==> src/rtl/apb_event_scheduler.sv <==
// APB event scheduler: latches three event sources, arbitrates them round-robin
// and issues one APB write per event, aborting an ACCESS that stalls for 16 cycles.
module apb_event_scheduler (
    input  logic        clk,
    input  logic        rst,
    input  logic [2:0]  event_i,
    output logic        psel_o,
    output logic        penable_o,
    output logic        pwrite_o,
    output logic [31:0] paddr_o,
    output logic [31:0] pwdata_o,
    input  logic        pready_i,
    output logic        busy_o,
    output logic [2:0]  drop_o,
    output logic        err_o,
    output logic [2:0]  pending_o
);
    localparam int unsigned NSRC = 3;
    localparam int unsigned SEQW = 8;
    localparam int unsigned TMOW = 4;
    localparam int unsigned AW   = 32;
    localparam logic [1:0]  SRC_C = 2'd2;

    typedef enum logic [1:0] {IDLE, SETUP, ACCESS} state_e;

    state_e                      state_q, state_d;
    logic [1:0]                  grant_q, grant_d;
    logic [1:0]                  last_q, last_d;
    logic [TMOW-1:0]             tmo_q, tmo_d;
    logic [NSRC-1:0]             pending_q, pending_d;
    logic [NSRC-1:0][SEQW-1:0]   seq_q, seq_d;
    logic [NSRC-1:0]             drop_q, drop_d;
    logic                        err_q, err_d;
    logic                        psel_q, psel_d;
    logic                        penable_q, penable_d;
    logic [AW-1:0]               paddr_q, paddr_d;
    logic [AW-1:0]               pwdata_q, pwdata_d;
    logic [NSRC-1:0]             req, req_rest;
    logic                        complete;

    // First requesting source strictly after 'last', wrapping a->b->c->a.
    function automatic logic [1:0] rr_pick(input logic [NSRC-1:0] r, input logic [1:0] last);
        logic [1:0] pick;
        logic [1:0] idx;
        logic       found;
        pick  = last;
        found = 1'b0;
        for (int i = 1; i <= 3; i++) begin
            idx = 2'((int'(last) + i) % 3);
            if (!found && r[idx]) begin
                pick  = idx;
                found = 1'b1;
            end
        end
        return pick;
    endfunction

    function automatic logic [AW-1:0] addr_of(input logic [1:0] g);
        case (g)
            2'd0:    addr_of = 32'h1000_1000;
            2'd1:    addr_of = 32'h2000_2000;
            default: addr_of = 32'h3000_3000;
        endcase
    endfunction

    assign req      = pending_q | event_i;
    assign req_rest = req & ~(3'b001 << grant_q);

    always_comb begin
        state_d   = state_q;
        grant_d   = grant_q;
        last_d    = last_q;
        tmo_d     = tmo_q;
        seq_d     = seq_q;
        paddr_d   = paddr_q;
        pwdata_d  = pwdata_q;
        pending_d = pending_q | event_i;
        err_d     = 1'b0;
        complete  = 1'b0;

        case (state_q)
            IDLE: begin
                if (req != '0) begin
                    state_d = SETUP;
                    grant_d = rr_pick(req, last_q);
                end
            end
            SETUP: state_d = ACCESS;
            ACCESS: begin
                if (pready_i) begin
                    complete           = 1'b1;
                    pending_d[grant_q] = event_i[grant_q];
                    seq_d[grant_q]     = seq_q[grant_q] + 8'd1;
                    last_d             = grant_q;
                    if (req_rest != '0) begin
                        state_d = SETUP;
                        grant_d = rr_pick(req_rest, grant_q);
                    end else begin
                        state_d = IDLE;
                    end
                end else if (tmo_q == 4'hF) begin
                    // Abort keeps the event pending but lets other sources go first.
                    state_d = IDLE;
                    err_d   = 1'b1;
                    last_d  = grant_q;
                end else begin
                    tmo_d = tmo_q + 4'd1;
                end
            end
            default: state_d = IDLE;
        endcase

        // Latch the bus payload only when a new transfer begins.
        if (state_d == SETUP) begin
            tmo_d    = '0;
            paddr_d  = addr_of(grant_d);
            pwdata_d = {16'hCAFE, 6'b0, grant_d, seq_q[grant_d]};
        end

        drop_d = event_i & pending_q;
        if (complete) begin
            drop_d[grant_q] = 1'b0;
        end

        psel_d    = (state_d != IDLE);
        penable_d = (state_d == ACCESS);
    end

    always_ff @(posedge clk or negedge rst) begin
        if (!rst) begin
            state_q   <= IDLE;
            grant_q   <= SRC_C;
            last_q    <= SRC_C;
            tmo_q     <= '0;
            pending_q <= '0;
            seq_q     <= '0;
            drop_q    <= '0;
            err_q     <= 1'b0;
            psel_q    <= 1'b0;
            penable_q <= 1'b0;
            paddr_q   <= '0;
            pwdata_q  <= '0;
        end else begin
            state_q   <= state_d;
            grant_q   <= grant_d;
            last_q    <= last_d;
            tmo_q     <= tmo_d;
            pending_q <= pending_d;
            seq_q     <= seq_d;
            drop_q    <= drop_d;
            err_q     <= err_d;
            psel_q    <= psel_d;
            penable_q <= penable_d;
            paddr_q   <= paddr_d;
            pwdata_q  <= pwdata_d;
        end
    end

    assign psel_o    = psel_q;
    assign penable_o = penable_q;
    assign pwrite_o  = psel_q;
    assign busy_o    = psel_q;
    assign paddr_o   = paddr_q;
    assign pwdata_o  = pwdata_q;
    assign drop_o    = drop_q;
    assign err_o     = err_q;
    assign pending_o = pending_q;
endmodule

==> config.mk <==
export PLATFORM = sky130hd
export DESIGN_NAME = apb_event_scheduler
export DESIGN_NICKNAME = d
export VERILOG_FILES = /design/src/rtl/apb_event_scheduler.sv
export SDC_FILE = /design/constraint.sdc
export NUM_CORES = 1
export LEC_CHECK = 0
export BUFFER_PORTS_ARGS = -buffer_cell sky130_fd_sc_hd__buf_2
export CAP_MARGIN = 20
export CELL_PAD_IN_SITES_DETAIL_PLACEMENT = 1
export CELL_PAD_IN_SITES_GLOBAL_PLACEMENT = 1
export CORE_ASPECT_RATIO = 0.75
export CORE_MARGIN = 2
export CORE_UTILIZATION = 41
export CTS_CLUSTER_DIAMETER = 60
export DETAILED_ROUTE_END_ITERATION = 10
export GPL_TIMING_DRIVEN = 0
export PLACE_DENSITY_LB_ADDON = 0.12
export SLEW_MARGIN = 20
export SYNTH_ARGS = -nofsm -noshare
export SYNTH_HDL_FRONTEND = slang
export SYNTH_SLANG_ARGS = --single-unit
export TNS_END_PERCENT = 50
==> constraint.sdc <==
create_clock -name clk -period 4.15 [get_ports clk]
set_input_delay 0.2075 -clock clk [delete_from_list [all_inputs] [get_ports clk]]
set_output_delay 0.2075 -clock clk [all_outputs]
set_load 0.01 [all_outputs]
==> results.ini <==
[place]
placed_area_mm2=0.00403
port_buffers=40
place_inst=568
place_congestion=0.871
dp_hpwl_um=6750

[clocking]
postCtsResizedCells=0
cts_made_buffers=5
tritoncts=done
htreeDepth=2
clock-sinks=56
cts-root-buf=clkbuf_16
clkSlewWorstSetupHoldPaths_ns=0.07
cts_buffer_depth=2
ctsHoldBuffers=0
clk_latency_ns=0.29
cts_setup_buffers=0

[synth]
yosysMostFrequentCell=nand2_1
synth_common_cells=nand2_1 (57), buf_4 (54), dfrtp_1 (54)
synth.top_cell.area_share_pct=38.1
ys_types=56
ys.flop_type=dfrtp_1
yosys_register_bits=56
synth.area.top_cells=dfrtp_1 (38%), buf_4 (11%), nand2_1 (6.0%)
yosys_warnings=0
synth-edff-count=0
synthesis.area_mm2=0.00354
ys_seq_area_share_pct=39.6
async_flop_share_pct=100
synth_area_per_cell_um2=9.28
post-synth-top-area-cell=dfrtp_1
synth_cells=382

[global_routing]
grt_pass1_vias=2928
overflow=0
track_usage_pct=20.4
antenna_found_initial=0
grt_max_degree=57
grt_first_pass_wirelength_um=15500

[worst_setup_path]
path_delay_family=compound AO/OA/AOI/OAI gates
cp_num_buf_inv=3
arrival_ns=3.69
critPathKind=reg2reg
worst_setup_path_start_kind=flop
cp-end-kind=flop
worstPathCellList=buf_2, buf_2, inv_1, ha_1, nand2b_1, and3_1, nor3_1, nand2_1, a311o_2, o21bai_4, o22a_1
crit_path_max_fanout=10
max_stage_delay_ns=0.55
rrSetupSlack_ns=0.64
required_ns=4.33
cp.depth=11
reg2reg_depth=11
cp_slowest_cell=dfstp_2
crit_top_cell=buf_2

[sta]
fin_crit_ns=3.51
relSlewSlack_pct=52.4
fin_skew_ns=0.00588
tightestPinTransition_ns=0.714
hold_slack_ns=-0.0396
finalMaxSlewViolations=0
fmax_mhz=285
hold_viol_final=54
rsz0062_at_grt=no
finalSetupViolations=0
setup_tns_ns=0
timing.final.crit_share_pct=84.6

[floorplan]
core_area_mm2=0.00842
start_util_pct=42.1
die_y_um=84.5
die_x_um=111
io_pins=81
die_area_mm2=0.00941
rows=29

[routing]
routedWlPerCell_um=16.4
wirelength_um=9430
vias_per_cell=4.98
drcViolationCount=0
drtAntennaViolNets=0
first_pass_iters=4
via_count=2871
drtIter0Drc=216

[final_layout]
antenna_cells=0
n_fill_cell=1030
final_cell_area_mm2=0.00421
fin_nets=482
drive_above_1_share_pct=28.6
fin_cells=576
synthToLayoutAreaGrowth_pct=18.7

[power_and_ir_drop]
p_per_area_mw_per_mm2=651
p_total_mw=2.74
p_leak_nw=1.94
max-vdd-ir-drop_uv=429

[flow_run]
drv_cap=0

[run_status]
status=complete, but fails checks
violations=hold timing

[hold_path]
min_path_type=in2async

final timing paths:
kind / to / from
worst max-delay path: paddr_o[13]$_DFFE_PN0P_ / grant_q[1]$_DFF_PN1_
min in group clk: err_o$_DFF_PN0_ / pready_i
worst min-delay path: err_o$_DFF_PN0_ / rst
max in group asynchronous: pwdata_o[1]$_DFFE_PN0P_ / rst
worst max register to register: paddr_o[13]$_DFFE_PN0P_ / grant_q[1]$_DFF_PN1_
worst min register to register: pwdata_o[4]$_DFFE_PN0P_ / pwdata_o[4]$_DFFE_PN0P_
metrics by stage:
stage	utilization, %	setup WS, ns
after floorplan	-	1.22
final	50.0	0.641
after CTS	50.0	0.657
after detailed placement	47.8	0.674
after global routing	50.0	0.405
after global placement	47.8	0.751
registers in the layout, summed over array words and instances, names as in the netlist:
signal / cells
busy_o: 1
drop_o: 3
err_o: 1
grant_q: 2
last_q: 2
paddr_o: 2
penable_o: 1
pending_o: 3
pwdata_o: 11
seq_q: 24
state_q: 2
tmo_q: 4
layout make-up:
cell class              instances  area [um2]  share of cell area [%]
well taps                     108         135                    3.21
plain buffers                  67         467                    11.1
clock buffers                   7         153                    3.63
flip-flops and latches         56        1400                    33.4
repair buffers                 40         203                    4.82
clock inverters                 1        30.0                   0.714
multi-input cells             280        1750                    41.7
inverters                      17        63.8                    1.52
placed cells by master (no fill, tap or decap), types with 3 or more instances in the layout:
cell type,synthesis,layout
o21ai_0,39,39
inv_1,15,15
dfrtp_1,54,54
clkbuf_16,0,5
nor3_1,6,6
mux2_2,4,4
buf_2,4,43
ha_1,9,9
o21ai_1,3,3
o21a_1,3,3
nand2_1,57,57
and2_1,3,3
nor2b_1,4,4
and3_1,4,4
a21oi_1,7,7
xor2_1,4,4
nand3_1,6,6
conb_1,1,39
o22ai_1,5,5
xnor2_1,4,4
mux2i_1,21,21
buf_4,54,55
nor2_1,14,14
nand2b_1,3,3
or3_1,3,3
clkbuf_1,8,8
o221ai_2,8,8
per-layer routing:
layer / part of all wire [%] / track usage [%] / wire (um) / vias to the layer above
met3: 5.9 / 3.39 / 560 / 4
li1: - / - / - / 1399
met2: 45 / 31.5 / 4220 / 96
met4: 0.59 / 4.26 / 56 / 0
met5: 0 / 0 / 0 / -
met1: 49 / 30.4 / 4590 / 1372
worst register-to-register path: stages (launching register included):
cell	delay [ns]
dfstp_2	0.55
buf_2	0.19
buf_2	0.33
inv_1	0.17
ha_1	0.39
nand2b_1	0.17
and3_1	0.19
nor3_1	0.35
nand2_1	0.11
a311o_2	0.43
o21bai_4	0.30
o22a_1	0.21
cell families (layout without fill, tap and decap cells):
group,Yosys count,in the layout,share of synthesized area (%)
AO/OA/AOI/OAI,87,87,18.3
XOR/XNOR,8,8,1.98
adder cells (fa/ha/maj),9,9,3.18
multiplexers,25,25,7.20
AND/OR/NAND/NOR,112,112,14.7
flip-flops,56,56,39.6
buffers and inverters,84,132,15.0
other,1,39,0.106
where the power goes:
part	total, mW	leakage (nW)	internal (mW)	switching (mW)
Combinational	1.44	1.14	0.554	0.885
Sequential	0.787	0.715	0.675	0.112
Clock	0.513	0.0901	0.318	0.195
(Power assumes the default switching activity.)
